[config.mk]
export PLATFORM = sky130hd
export DESIGN_NAME = lcd_ctrl_flat
export DESIGN_NICKNAME = d
export VERILOG_FILES = /design/src/rtl/lcd_pkg.sv /design/src/rtl/lcd_if.sv /design/src/rtl/lcd_timer.sv /design/src/rtl/lcd_ctrl.sv /design/src/flat_wrapper.sv
export SDC_FILE = /design/constraint.sdc
export NUM_CORES = 1
export LEC_CHECK = 0
export BUFFER_PORTS_ARGS = -buffer_cell sky130_fd_sc_hd__buf_2
export CAP_MARGIN = 10
export CORE_ASPECT_RATIO = 1.4
export CORE_UTILIZATION = 59
export CTS_CLUSTER_SIZE = 30
export DETAILED_ROUTE_END_ITERATION = 16
export GPL_TIMING_DRIVEN = 0
export PLACE_DENSITY = 0.86
export SYNTH_ARGS = -nofsm -noshare
export SYNTH_HDL_FRONTEND = slang
export SYNTH_SLANG_ARGS = --single-unit
[constraint.sdc]
create_clock -name i_clk -period 4.1 [get_ports i_clk]
set_input_delay 0.41 -clock i_clk [delete_from_list [all_inputs] [get_ports i_clk]]
set_output_delay 0.41 -clock i_clk [all_outputs]
set_load 0.02 [all_outputs]
[src/rtl/lcd_pkg.sv]
// Shared types and constants for the HD44780 character LCD controller.
// Holds the state encoding, the power-up command ROM, word/status field positions and timing helpers.
package lcd_pkg;

    typedef enum logic [2:0] {
        ST_PWRUP,
        ST_INIT,
        ST_SETUP,
        ST_EN,
        ST_HOLD,
        ST_WAIT,
        ST_IDLE
    } lcd_state_t;

    localparam int INIT_LEN = 4;
    // Entry 0 sits in the low byte: function set, display on, clear, entry mode.
    localparam logic [INIT_LEN*8-1:0] INIT_ROM = {8'h06, 8'h01, 8'h0C, 8'h38};

    localparam int DATA_MSB = 7;
    localparam int RS_BIT   = 8;
    localparam int ON_BIT   = 31;

    localparam int STAT_BUSY      = 31;
    localparam int STAT_OVERRUN   = 30;
    localparam int STAT_INIT_DONE = 29;
    localparam int STAT_PENDING   = 28;

    localparam logic [7:0] OP_CLEAR    = 8'h01;
    localparam logic [7:0] OP_HOME     = 8'h02;
    localparam logic [7:0] OP_HOME_ALT = 8'h03;

    function automatic int at_least_one(input int v);
        return (v < 1) ? 1 : v;
    endfunction

    function automatic int max_int(input int a, input int b);
        return (a > b) ? a : b;
    endfunction

    // Clear and home need the long execution wait; everything else uses the short one.
    function automatic logic is_slow_cmd(input logic rs, input logic [7:0] data);
        return !rs && (data == OP_CLEAR || data == OP_HOME || data == OP_HOME_ALT);
    endfunction

endpackage

[src/rtl/lcd_if.sv]
// Store-side write port and LCD pin bundle of the LCD controller.
interface lcd_if;
    logic        i_wr_valid;
    logic [31:0] i_wr_word;
    logic        o_wr_ready;
    logic [7:0]  o_lcd_data;
    logic        o_lcd_rs;
    logic        o_lcd_rw;
    logic        o_lcd_en;
    logic        o_lcd_on;
    logic [31:0] o_status;

    modport master (
        output i_wr_valid, i_wr_word,
        input  o_wr_ready, o_lcd_data, o_lcd_rs, o_lcd_rw, o_lcd_en, o_lcd_on, o_status
    );

    modport slave (
        input  i_wr_valid, i_wr_word,
        output o_wr_ready, o_lcd_data, o_lcd_rs, o_lcd_rw, o_lcd_en, o_lcd_on, o_status
    );
endinterface

[src/rtl/lcd_timer.sv]
// Loadable down-counter shared by all timed phases of the LCD controller.
// Loading value N (N >= 1) makes done rise in the N-th cycle counted from the load cycle.
module lcd_timer #(
    parameter int WIDTH = 20
) (
    input  logic             clk,
    input  logic             srst,
    input  logic             load,
    input  logic [WIDTH-1:0] value,
    output logic             done
);

    logic [WIDTH-1:0] cnt_reg;

    always_ff @(posedge clk) begin
        if (srst) begin
            cnt_reg <= '0;
        end else if (load) begin
            cnt_reg <= (value >= WIDTH'(2)) ? value - WIDTH'(2) : '0;
        end else if (cnt_reg != '0) begin
            cnt_reg <= cnt_reg - WIDTH'(1);
        end
    end

    // The load cycle is the first cycle of the phase, so a length of 1 finishes immediately.
    assign done = load ? (value <= WIDTH'(1)) : (cnt_reg == '0);

endmodule

[src/rtl/lcd_ctrl.sv]
// HD44780 LCD bus sequencer: power-up init, then one timed bus write per accepted store word.
// A single pending slot absorbs one store while the bus is busy; further stores are dropped and flagged.
module lcd_ctrl
    import lcd_pkg::*;
#(
    parameter int T_PWRUP = 750_000,
    parameter int T_SETUP = 3,
    parameter int T_EN    = 12,
    parameter int T_HOLD  = 3,
    parameter int T_CMD   = 2_000,
    parameter int T_CLR   = 82_000
) (
    input logic  i_clk,
    input logic  i_rst,
    lcd_if.slave bus
);

    localparam int P_PWRUP = at_least_one(T_PWRUP);
    localparam int P_SETUP = at_least_one(T_SETUP);
    localparam int P_EN    = at_least_one(T_EN);
    localparam int P_HOLD  = at_least_one(T_HOLD);
    localparam int P_CMD   = at_least_one(T_CMD);
    localparam int P_CLR   = at_least_one(T_CLR);
    localparam int T_MAX   = max_int(max_int(max_int(P_PWRUP, P_SETUP), max_int(P_EN, P_HOLD)),
                                     max_int(P_CMD, P_CLR));
    localparam int TW      = max_int($clog2(T_MAX + 1), 2);

    localparam logic [TW-1:0] V_PWRUP = TW'(P_PWRUP);
    localparam logic [TW-1:0] V_SETUP = TW'(P_SETUP);
    localparam logic [TW-1:0] V_EN    = TW'(P_EN);
    localparam logic [TW-1:0] V_HOLD  = TW'(P_HOLD);
    localparam logic [TW-1:0] V_CMD   = TW'(P_CMD);
    localparam logic [TW-1:0] V_CLR   = TW'(P_CLR);

    lcd_state_t    state_reg;
    logic [2:0]    init_idx_reg;
    logic          load_reg;
    logic [TW-1:0] value_reg;
    logic          timer_done;
    logic          pend_valid_reg;
    logic [8:0]    pend_word_reg;
    logic          ready_reg;
    logic          overrun_reg;
    logic          init_done_reg;
    logic          busy_reg;
    logic [7:0]    lcd_data_reg;
    logic          lcd_rs_reg;
    logic          lcd_en_reg;
    logic          lcd_on_reg;

    logic          init_more;
    logic          wait_exit;
    logic          accept;
    logic          pop;
    logic          take_direct;
    logic          pend_valid_next;
    logic [8:0]    issue_word;
    logic          unused_word_bits;

    lcd_timer #(.WIDTH(TW)) u_timer (
        .clk   (i_clk),
        .srst  (i_rst),
        .load  (load_reg),
        .value (value_reg),
        .done  (timer_done)
    );

    // A word arriving exactly as the last WAIT expires with an empty slot bypasses the slot,
    // so it issues on the same edge it would have in IDLE.
    always_comb begin
        init_more       = (init_idx_reg != 3'(INIT_LEN));
        wait_exit       = (state_reg == ST_WAIT) && timer_done && !init_more;
        accept          = bus.i_wr_valid && ready_reg;
        pop             = wait_exit && pend_valid_reg;
        take_direct     = accept && ((state_reg == ST_IDLE) || (wait_exit && !pend_valid_reg));
        pend_valid_next = (pend_valid_reg && !pop) || (accept && !take_direct);
        issue_word      = pend_valid_reg ? pend_word_reg : bus.i_wr_word[RS_BIT:0];
    end

    always_ff @(posedge i_clk) begin
        if (i_rst) begin
            state_reg      <= ST_PWRUP;
            init_idx_reg   <= '0;
            load_reg       <= 1'b1;
            value_reg      <= V_PWRUP;
            pend_valid_reg <= 1'b0;
            pend_word_reg  <= '0;
            ready_reg      <= 1'b1;
            overrun_reg    <= 1'b0;
            init_done_reg  <= 1'b0;
            busy_reg       <= 1'b0;
            lcd_data_reg   <= '0;
            lcd_rs_reg     <= 1'b0;
            lcd_en_reg     <= 1'b0;
            lcd_on_reg     <= 1'b0;
        end else begin
            load_reg       <= 1'b0;
            busy_reg       <= 1'b1;
            pend_valid_reg <= pend_valid_next;
            ready_reg      <= !pend_valid_next;
            if (accept && !take_direct) pend_word_reg <= bus.i_wr_word[RS_BIT:0];
            if (accept) lcd_on_reg <= bus.i_wr_word[ON_BIT];
            if (bus.i_wr_valid && !ready_reg) overrun_reg <= 1'b1;

            case (state_reg)
                ST_PWRUP: begin
                    if (timer_done) state_reg <= ST_INIT;
                end
                ST_INIT: begin
                    lcd_data_reg <= INIT_ROM[{init_idx_reg[1:0], 3'b000} +: 8];
                    lcd_rs_reg   <= 1'b0;
                    init_idx_reg <= init_idx_reg + 3'd1;
                    state_reg    <= ST_SETUP;
                    load_reg     <= 1'b1;
                    value_reg    <= V_SETUP;
                end
                ST_SETUP: begin
                    if (timer_done) begin
                        lcd_en_reg <= 1'b1;
                        state_reg  <= ST_EN;
                        load_reg   <= 1'b1;
                        value_reg  <= V_EN;
                    end
                end
                ST_EN: begin
                    if (timer_done) begin
                        lcd_en_reg <= 1'b0;
                        state_reg  <= ST_HOLD;
                        load_reg   <= 1'b1;
                        value_reg  <= V_HOLD;
                    end
                end
                ST_HOLD: begin
                    if (timer_done) begin
                        state_reg <= ST_WAIT;
                        load_reg  <= 1'b1;
                        value_reg <= is_slow_cmd(lcd_rs_reg, lcd_data_reg) ? V_CLR : V_CMD;
                    end
                end
                ST_WAIT: begin
                    if (timer_done) begin
                        if (init_more) begin
                            state_reg <= ST_INIT;
                        end else begin
                            init_done_reg <= 1'b1;
                            if (pop || take_direct) begin
                                lcd_data_reg <= issue_word[DATA_MSB:0];
                                lcd_rs_reg   <= issue_word[RS_BIT];
                                state_reg    <= ST_SETUP;
                                load_reg     <= 1'b1;
                                value_reg    <= V_SETUP;
                            end else begin
                                state_reg <= ST_IDLE;
                                busy_reg  <= 1'b0;
                            end
                        end
                    end
                end
                ST_IDLE: begin
                    if (take_direct) begin
                        lcd_data_reg <= issue_word[DATA_MSB:0];
                        lcd_rs_reg   <= issue_word[RS_BIT];
                        state_reg    <= ST_SETUP;
                        load_reg     <= 1'b1;
                        value_reg    <= V_SETUP;
                    end else begin
                        busy_reg <= 1'b0;
                    end
                end
                default: begin
                    state_reg <= ST_IDLE;
                    busy_reg  <= 1'b0;
                end
            endcase
        end
    end

    always_comb begin
        bus.o_status                 = '0;
        bus.o_status[STAT_BUSY]      = busy_reg;
        bus.o_status[STAT_OVERRUN]   = overrun_reg;
        bus.o_status[STAT_INIT_DONE] = init_done_reg;
        bus.o_status[STAT_PENDING]   = pend_valid_reg;
    end

    assign bus.o_wr_ready = ready_reg;
    assign bus.o_lcd_data = lcd_data_reg;
    assign bus.o_lcd_rs   = lcd_rs_reg;
    assign bus.o_lcd_rw   = 1'b0;
    assign bus.o_lcd_en   = lcd_en_reg;
    assign bus.o_lcd_on   = lcd_on_reg;

    assign unused_word_bits = ^bus.i_wr_word[ON_BIT-1:RS_BIT+1];

endmodule

[src/flat_wrapper.sv]
// flat-port wrapper written by rule: the top's interface ports become plain ports
module lcd_ctrl_flat import lcd_pkg::*;
#(
    parameter int T_PWRUP = 750_000,
    parameter int T_SETUP = 3,
    parameter int T_EN    = 12,
    parameter int T_HOLD  = 3,
    parameter int T_CMD   = 2_000,
    parameter int T_CLR   = 82_000
)
  (i_clk, i_rst, bus_i_wr_valid, bus_i_wr_word, bus_o_wr_ready, bus_o_lcd_data, bus_o_lcd_rs, bus_o_lcd_rw, bus_o_lcd_en, bus_o_lcd_on, bus_o_status);
  lcd_if bus_i ();
  input logic i_clk;
  input logic i_rst;
  input wire logic [$bits(bus_i.i_wr_valid)-1:0] bus_i_wr_valid;
  input wire logic [$bits(bus_i.i_wr_word)-1:0] bus_i_wr_word;
  output wire logic [$bits(bus_i.o_wr_ready)-1:0] bus_o_wr_ready;
  output wire logic [$bits(bus_i.o_lcd_data)-1:0] bus_o_lcd_data;
  output wire logic [$bits(bus_i.o_lcd_rs)-1:0] bus_o_lcd_rs;
  output wire logic [$bits(bus_i.o_lcd_rw)-1:0] bus_o_lcd_rw;
  output wire logic [$bits(bus_i.o_lcd_en)-1:0] bus_o_lcd_en;
  output wire logic [$bits(bus_i.o_lcd_on)-1:0] bus_o_lcd_on;
  output wire logic [$bits(bus_i.o_status)-1:0] bus_o_status;
  assign bus_i.i_wr_valid = bus_i_wr_valid;
  assign bus_i.i_wr_word = bus_i_wr_word;
  assign bus_o_wr_ready = bus_i.o_wr_ready;
  assign bus_o_lcd_data = bus_i.o_lcd_data;
  assign bus_o_lcd_rs = bus_i.o_lcd_rs;
  assign bus_o_lcd_rw = bus_i.o_lcd_rw;
  assign bus_o_lcd_en = bus_i.o_lcd_en;
  assign bus_o_lcd_on = bus_i.o_lcd_on;
  assign bus_o_status = bus_i.o_status;
  lcd_ctrl #(.T_PWRUP(T_PWRUP), .T_SETUP(T_SETUP), .T_EN(T_EN), .T_HOLD(T_HOLD), .T_CMD(T_CMD), .T_CLR(T_CLR)) u_core (.i_clk(i_clk), .i_rst(i_rst), .bus(bus_i));
endmodule
==> reports/metrics.yaml, run 1 <==
path_class: "reg -> reg"
place_area_sq_mm: 0.00401
final_common_cell: "dfxtp_1"
clock_latency_ns: 0.34
place_hpwl_um: 6970
pwr-share-seq_pct: 41.8
ctsResizeCount: 0
drt-pass1-iter-count: 6
worst_slew_pin_slew_ns: 0.918
place_inst: 573
fin_crit_ns: 2.84
ios: 80
gp_congestion: 0.913
track_usage_pct: 31.9
largest_reg_flops: 20
power-per-cell-area_mw_per_mm2: 361
place_ws_ns: 1.35
synth_flop_cell: "dfxtp_1"
max_slew_margin_pct: 38.0
arrival_ns: 3.05
cts_hold_buf: 0
hold_viol_final: 0
grt_max_degree: 11
grt_pass1_wl_um: 15400
dieArea_sq_mm: 0.00655
antenna_found_initial: 0
cts_buffers: 9
setup_tns_ns: 0
rsz0062_at_grt: "no"
ir_drop_mv: 0.350
switching_share_pct: 28.4
status: "completed"
synth_edf_count: 0
viasPerCell: 6.13
drtIter0Drc: 418
drive_gt1_share_pct: 19.5
postRouteAntennaNets: 0
switchingPower_uw: 433
worstPathRequired_ns: 4.31
p_comb_share_pct: 18.3
post-route-period-util_pct: 69.3
post-route-drc-count: 0
intPower_uw: 1090
post_cts_buffers: 0
area_growth_pct: 15.2
layout_setup_ws_ns: 1.26
hold_class: "in -> reg"
multi_input_area_sq_mm: 0.00219
rows: 33
num_vias: 3602
drv_slew: 0
ys_seq_area_share_pct: 32.7
cp_max_fo: 10
antenna_cells: 0
grt.overflow.total: 0
htreeDepth: 3
clock_tree.buffer_depth: 2
grt_pass1_vias: 3448
finish.instance_area_sq_mm: 0.00423
clkPwrFrac_pct: 39.9
path_clk_slew_ns: 0.07
numPortBuffers: 28
cts_sinks: 60
ys_types: 63
skew_ns: 0.00824
synthCells: 447
cp-start-kind: "register"
synth-seq-cells: 60
fin_hold_ws_ns: 0.321
syn_area_per_cell_sq_um: 8.22
fp.coreArea_sq_mm: 0.00595
final_cells: 588
wire_per_inst_um: 16.3
setup_viol: 0
start_util_pct: 61.8
power_leakage_uw: 0.00178
syn_area_sq_mm: 0.00367
final_nets: 556
final_cell_mix: "60 x dfxtp_1, 42 x nand2_1, 39 x nor2_1"
maxCapViolations: 0
fillCellCount: 477
tritoncts: "done"
wirelength_um: 9600
end_kind: "register"
fmax_mhz: 352
async_flop_share_pct: 0
die_y_um: 95.4
die_w_um: 68.7
yosysWarnings: 0
seq_area_sq_mm: 0.00120
cts_root_buf: "clkbuf_8"
## worst max-delay path: stages, from the launching register on
cell	delay, ns
dfxtp_1	0.36
inv_1	0.12
ha_1	0.23
or4b_1	0.56
o41ai_1	0.79
buf_2	0.39
o22ai_1	0.11
nand2_1	0.10
a21oi_1	0.06
## per-layer routing
layer  part of all wire (%)  track usage (%)  vias to the layer above
met5                      0                0                        -
met4                    3.7             20.3                        0
met3                    7.0             8.97                       48
met2                     53             57.3                      187
met1                     36             30.6                     1666
li1                       -                -                     1701
## metrics by stage
step,power [uW],utilization (%)
6_report,1530,71.1
2_1_floorplan,859,-
4_1_cts,1520,71.1
5_1_grt,1580,71.1
3_3_place_gp,913,67.4
3_5_place_dp,921,67.4
## layout make-up
type,instances,share of cell area [%]
multi-input combinational,348,51.7
sequential,60,28.4
buffer,56,8.22
clock buffer,11,3.58
timing repair buffer,28,3.31
tap,70,2.07
clock inverter,4,1.72
inverter,11,0.976
## power by group through the flow
stage	registers [uW]	clock network, uW	logic (uW)
finish	638	609	279
global route	642	634	305
CTS	638	611	274
detailed placement	650	0	270
global placement	649	0	264
floorplan	647	0	212
## logic make-up (layout without fill, tap and decap cells)
kind of cell    after synthesis  count (layout)  share of synthesized area, %
buf+inv                      67             110                          10.6
compound gates              110             110                          20.4
mux                          28              28                          7.90
xor+xnor                     14              14                          3.34
simple gates                160             160                          22.6
fa+ha+maj                     7               7                          2.38
flops                        60              60                          32.7
other cells                   1              29                         0.102
## cell usage after synthesis (all sizes together), types with 3 or more instances
| cell | number | area [sq um] |
|---|---|---|
| o21a | 3 | 22.5 |
| or4 | 6 | 48.8 |
| o211ai | 8 | 60.1 |
| xnor2 | 7 | 61.3 |
| a21oi | 30 | 150 |
| buf | 39 | 284 |
| mux2 | 8 | 90.1 |
| nand2b | 4 | 25.0 |
| nor4 | 10 | 90.1 |
| dfxtp | 60 | 1200 |
| o22a | 6 | 52.6 |
| o22ai | 6 | 37.5 |
| and3 | 4 | 25.0 |
| nor2 | 39 | 146 |
| mux2i | 20 | 200 |
| nor3 | 13 | 65.1 |
| o221ai | 4 | 35.0 |
| ha | 7 | 87.6 |
| a21o | 15 | 113 |
| xor2 | 7 | 61.3 |
| nand3 | 20 | 100 |
| or4b | 3 | 30.0 |
| nand2 | 42 | 158 |
| clkbuf | 17 | 63.8 |
| a211oi | 4 | 30.0 |
| a31oi | 3 | 18.8 |
| inv | 11 | 41.3 |
| o21ai | 14 | 70.1 |
| nor4b | 3 | 26.3 |
| nand4 | 4 | 25.0 |
## worst paths after layout
check,from,endpoint,cells past startpoint,slack (ns)
worst max-delay path,u_core.value_reg[3],u_core.u_timer.cnt_reg[3],8,1.26
worst min-delay path,bus_i_wr_word[2],u_core.pend_word_reg[2],3,0.32
worst max register to register,u_core.value_reg[3],u_core.u_timer.cnt_reg[3],8,1.26
worst min register to register,u_core.pend_word_reg[5],u_core.pend_word_reg[5],2,0.46
Power figures use the tool's default switching activity.
==> run 2: changes to the inputs <==
ABC_AREA = 1   (was unset)
CORE_UTILIZATION = 50   (was 59)
PLACE_DENSITY = 0.77   (was 0.86)
clock period = 2.5 ns   (was 4.1 ns; I/O delays follow)
==> reports/metrics.yaml, run 2 <==
status: "completed"
seq_area_sq_mm: 0.00120  # unchanged
hold_viol_final: 0  # unchanged
largest_reg_flops: 20  # unchanged
cts_sinks: 60  # unchanged
tritoncts: "done"
yosysTopAreaCell: "dfxtp_1"
cp.depth: 14  # +6
top_layer_used: "met4"
final_nets: 654  # +18%
rr_startpoint: "u_core.u_timer.cnt_reg[0]"
reg2reg_slack_ns: 0.45  # -0.81 ns
rsz0062_at_grt: "no"
fin_crit_ns: 2.05  # -0.791 ns
syn_area_sq_mm: 0.00372  # +1.3%
synth.most_common_cell: "nand2_1"
cp-start-kind: "register"
dieArea_sq_mm: 0.00780  # +19%
drv_slew: 0  # unchanged
post-route-period-util_pct: 82.0  # +13 points
cts_buffers: 9  # unchanged
cp_slowest_cell: "dfxtp_1"
syn_area_per_cell_sq_um: 6.82  # -17%
fillCellCount: 676  # +42%
setup_tns_ns: 0  # unchanged
drtIter0Drc: 133  # -68%
worstPathRequired_ns: 2.74  # -1.57 ns
synth_edf_count: 0  # unchanged
maxCapViolations: 0  # unchanged
num_vias: 3493  # -3.0%
setup_viol: 0  # unchanged
rows: 36  # +9.1%
finish.instance_area_sq_mm: 0.00430  # +1.6%
cp_max_fo: 10  # unchanged
fp.coreArea_sq_mm: 0.00707  # +19%
fin_util_pct: 60.8  # -10 points
power_leakage_uw: 0.00214  # +20%
path_buf_inv: 4  # +2
dr_wl_met2_um: 4650  # -8.6%
grt_pass1_wl_um: 14600  # -5.1%
htreeDepth: 3  # unchanged
wirelength_um: 8470  # -12%
yosys-top-cells-area: "dfxtp_1 32%, nand2_1 9.2%, nor2_1 7.6%"
ir_drop_mv: 0.463  # +32%
area_growth_pct: 15.5
ys_seq_area_share_pct: 32.3  # -0.43 points
synth_flop_cell: "dfxtp_1"
power.total_uw: 4270  # +180%
die_y_um: 104  # +9.2%
wire_per_inst_um: 11.9  # -27%
final_common_cell: "nand2_1"
antenna_cells: 0  # unchanged
ys_types: 41  # -35%
post-route-drc-count: 0  # unchanged
setup.worst_path.end: "u_core.pend_valid_reg"
path_clk_slew_ns: 0.07  # about the same
hold_class: "in -> reg"
path_cells: "inv_1 > ha_1 > nand3_1 > nor2_2 > nand3_4 > nand2_4 > nand2_4 > inv_2 > nand2_1 > nand2_2 > buf_4 > o21ai_1 > nand2_1 > inv_1"
ctsResizeCount: 0  # unchanged
synth-seq-cells: 60  # unchanged
skew_ns: 0.0120  # +0.00372 ns
synthTopCellsByCount: "91 x nand2_1, 75 x nor2_1, 69 x inv_1"
m1WireLength_um: 3210  # -7.7%
crit_start: "u_core.u_timer.cnt_reg[0]"
synthCells: 546  # +22%
power-per-cell-area_mw_per_mm2: 993  # +180%
end_kind: "register"
gp_congestion: 0.994  # +8.9%
grt.overflow.total: 0  # unchanged
drt-pass1-iter-count: 4  # -2
clock_tree.buffer_depth: 2  # unchanged
track_usage_pct: 24.3  # -7.6 points
drive_gt1_share_pct: 20.6  # +1.1 points
clock_latency_ns: 0.35  # about the same
ios: 80  # unchanged
fmax_mhz: 488  # +39%
met3_length_um: 390  # -42%
cts_root_buf: "clkbuf_8"
viasPerCell: 4.91  # -20%
yosysWarnings: 0  # unchanged
numPortBuffers: 27  # -3.6%
reg2reg_to: "u_core.pend_valid_reg"
cts_hold_buf: 0  # unchanged
synth_top_area_share_pct: 32.3  # -0.43 points
place_inst: 696  # +21%
async_flop_share_pct: 0  # unchanged
grt_pass1_vias: 3458  # +0.29%
place_hpwl_um: 6680  # -4.1%
slowest_delay_ns: 0.31  # -0.48 ns
place_area_sq_mm: 0.00408  # +1.9%
grt_max_degree: 11  # unchanged
post_cts_buffers: 0  # unchanged
die_w_um: 74.9  # +9.1%
final_cell_mix: "91 x nand2_1, 75 x nor2_1, 69 x inv_1"
multi_input_area_sq_mm: 0.00201  # -8.0%
final_cells: 712  # +21%
rr_worst_depth: 14  # +6
start_util_pct: 52.6  # -9.1 points
arrival_ns: 2.29  # -0.76 ns
postRouteAntennaNets: 0  # unchanged
crit_family: "simple AND/OR/NAND/NOR gates"
path_class: "reg -> reg"
antenna_found_initial: 0  # unchanged
==> run 2: changes by cell type in the layout (fill, tap and decap cells not counted), sizes merged, moves of 10 or more <==
cell	change
nor4	-10
nor2	+48
o21ai	+25
nand4	+11
a21o	-15
mux2i	-20
inv	+66
nand2	+62
==> run 2: area by class of cell <==
cell class                      count  share of cell area (%)
Timing Repair Buffer               27                    3.14
Sequential cell                    60                    27.9
Tap cell                           95                    2.77
Inverter                           78                    6.81
Buffer                             47                    7.42
Multi-Input combinational cell    389                    46.8
Clock buffer                       12                    3.38
Clock inverter                      4                    1.69
==> run 2: worst min path at each step <==
stage,start,end,cells past startpoint
final,bus_i_wr_word[31],u_core.bus.o_lcd_on,3
after global routing,bus_i_wr_word[31],u_core.bus.o_lcd_on,3
after CTS,bus_i_wr_valid,u_core.overrun_reg,3
after detailed placement,u_core.pend_word_reg[1],u_core.pend_word_reg[1],2
after global placement,u_core.init_done_reg,u_core.init_done_reg,2
after floorplan,bus_i_wr_valid,u_core.overrun_reg,2
==> run 2: cells by family (layout without fill, tap and decap cells) <==
| kind of cell | count (synthesis) | in the layout | share of synthesized area (%) |
|---|---|---|---|
| xor+xnor | 9 | 9 | 2.12 |
| flops | 60 | 60 | 32.3 |
| other cells | 1 | 29 | 0.101 |
| simple gates | 249 | 249 | 32.3 |
| fa+ha+maj | 7 | 7 | 2.35 |
| compound gates | 95 | 95 | 14.4 |
| buf+inv | 125 | 168 | 16.4 |
==> run 2: per-stage QoR <==
step	hold slack [ns]	worst slack (ns)
6_report	0.166	0.449
5_1_grt	0.175	0.221
4_1_cts	0.158	0.444
3_5_place_dp	0.467	0.453
3_3_place_gp	0.454	0.480
2_1_floorplan	0.392	0.797
==> run 2: power by group <==
part / internal [uW] / switching [uW] / leakage (uW) / total [uW]
Clock: 587 / 380 / 0.000107 / 967
Sequential: 1210 / 233 / 0.000493 / 1440
Combinational: 665 / 1200 / 0.00154 / 1860
==> run 2: routing by layer <==
layer,up-vias,track usage (%)
li1,1821,-
met1,1560,23.9
met2,93,43.8
met3,19,6.30
met4,0,13.7
met5,-,0
==> run 2: worst register-to-register path, cell delays in order, from the launching register on <==
cell and delay [ns]:
dfxtp_1 0.31, inv_1 0.23, ha_1 0.23, nand3_1 0.09, nor2_2 0.16, nand3_4 0.14, nand2_4 0.13, nand2_4 0.07
inv_2 0.07, nand2_1 0.06, nand2_2 0.08, buf_4 0.15, o21ai_1 0.07, nand2_1 0.09, inv_1 0.04
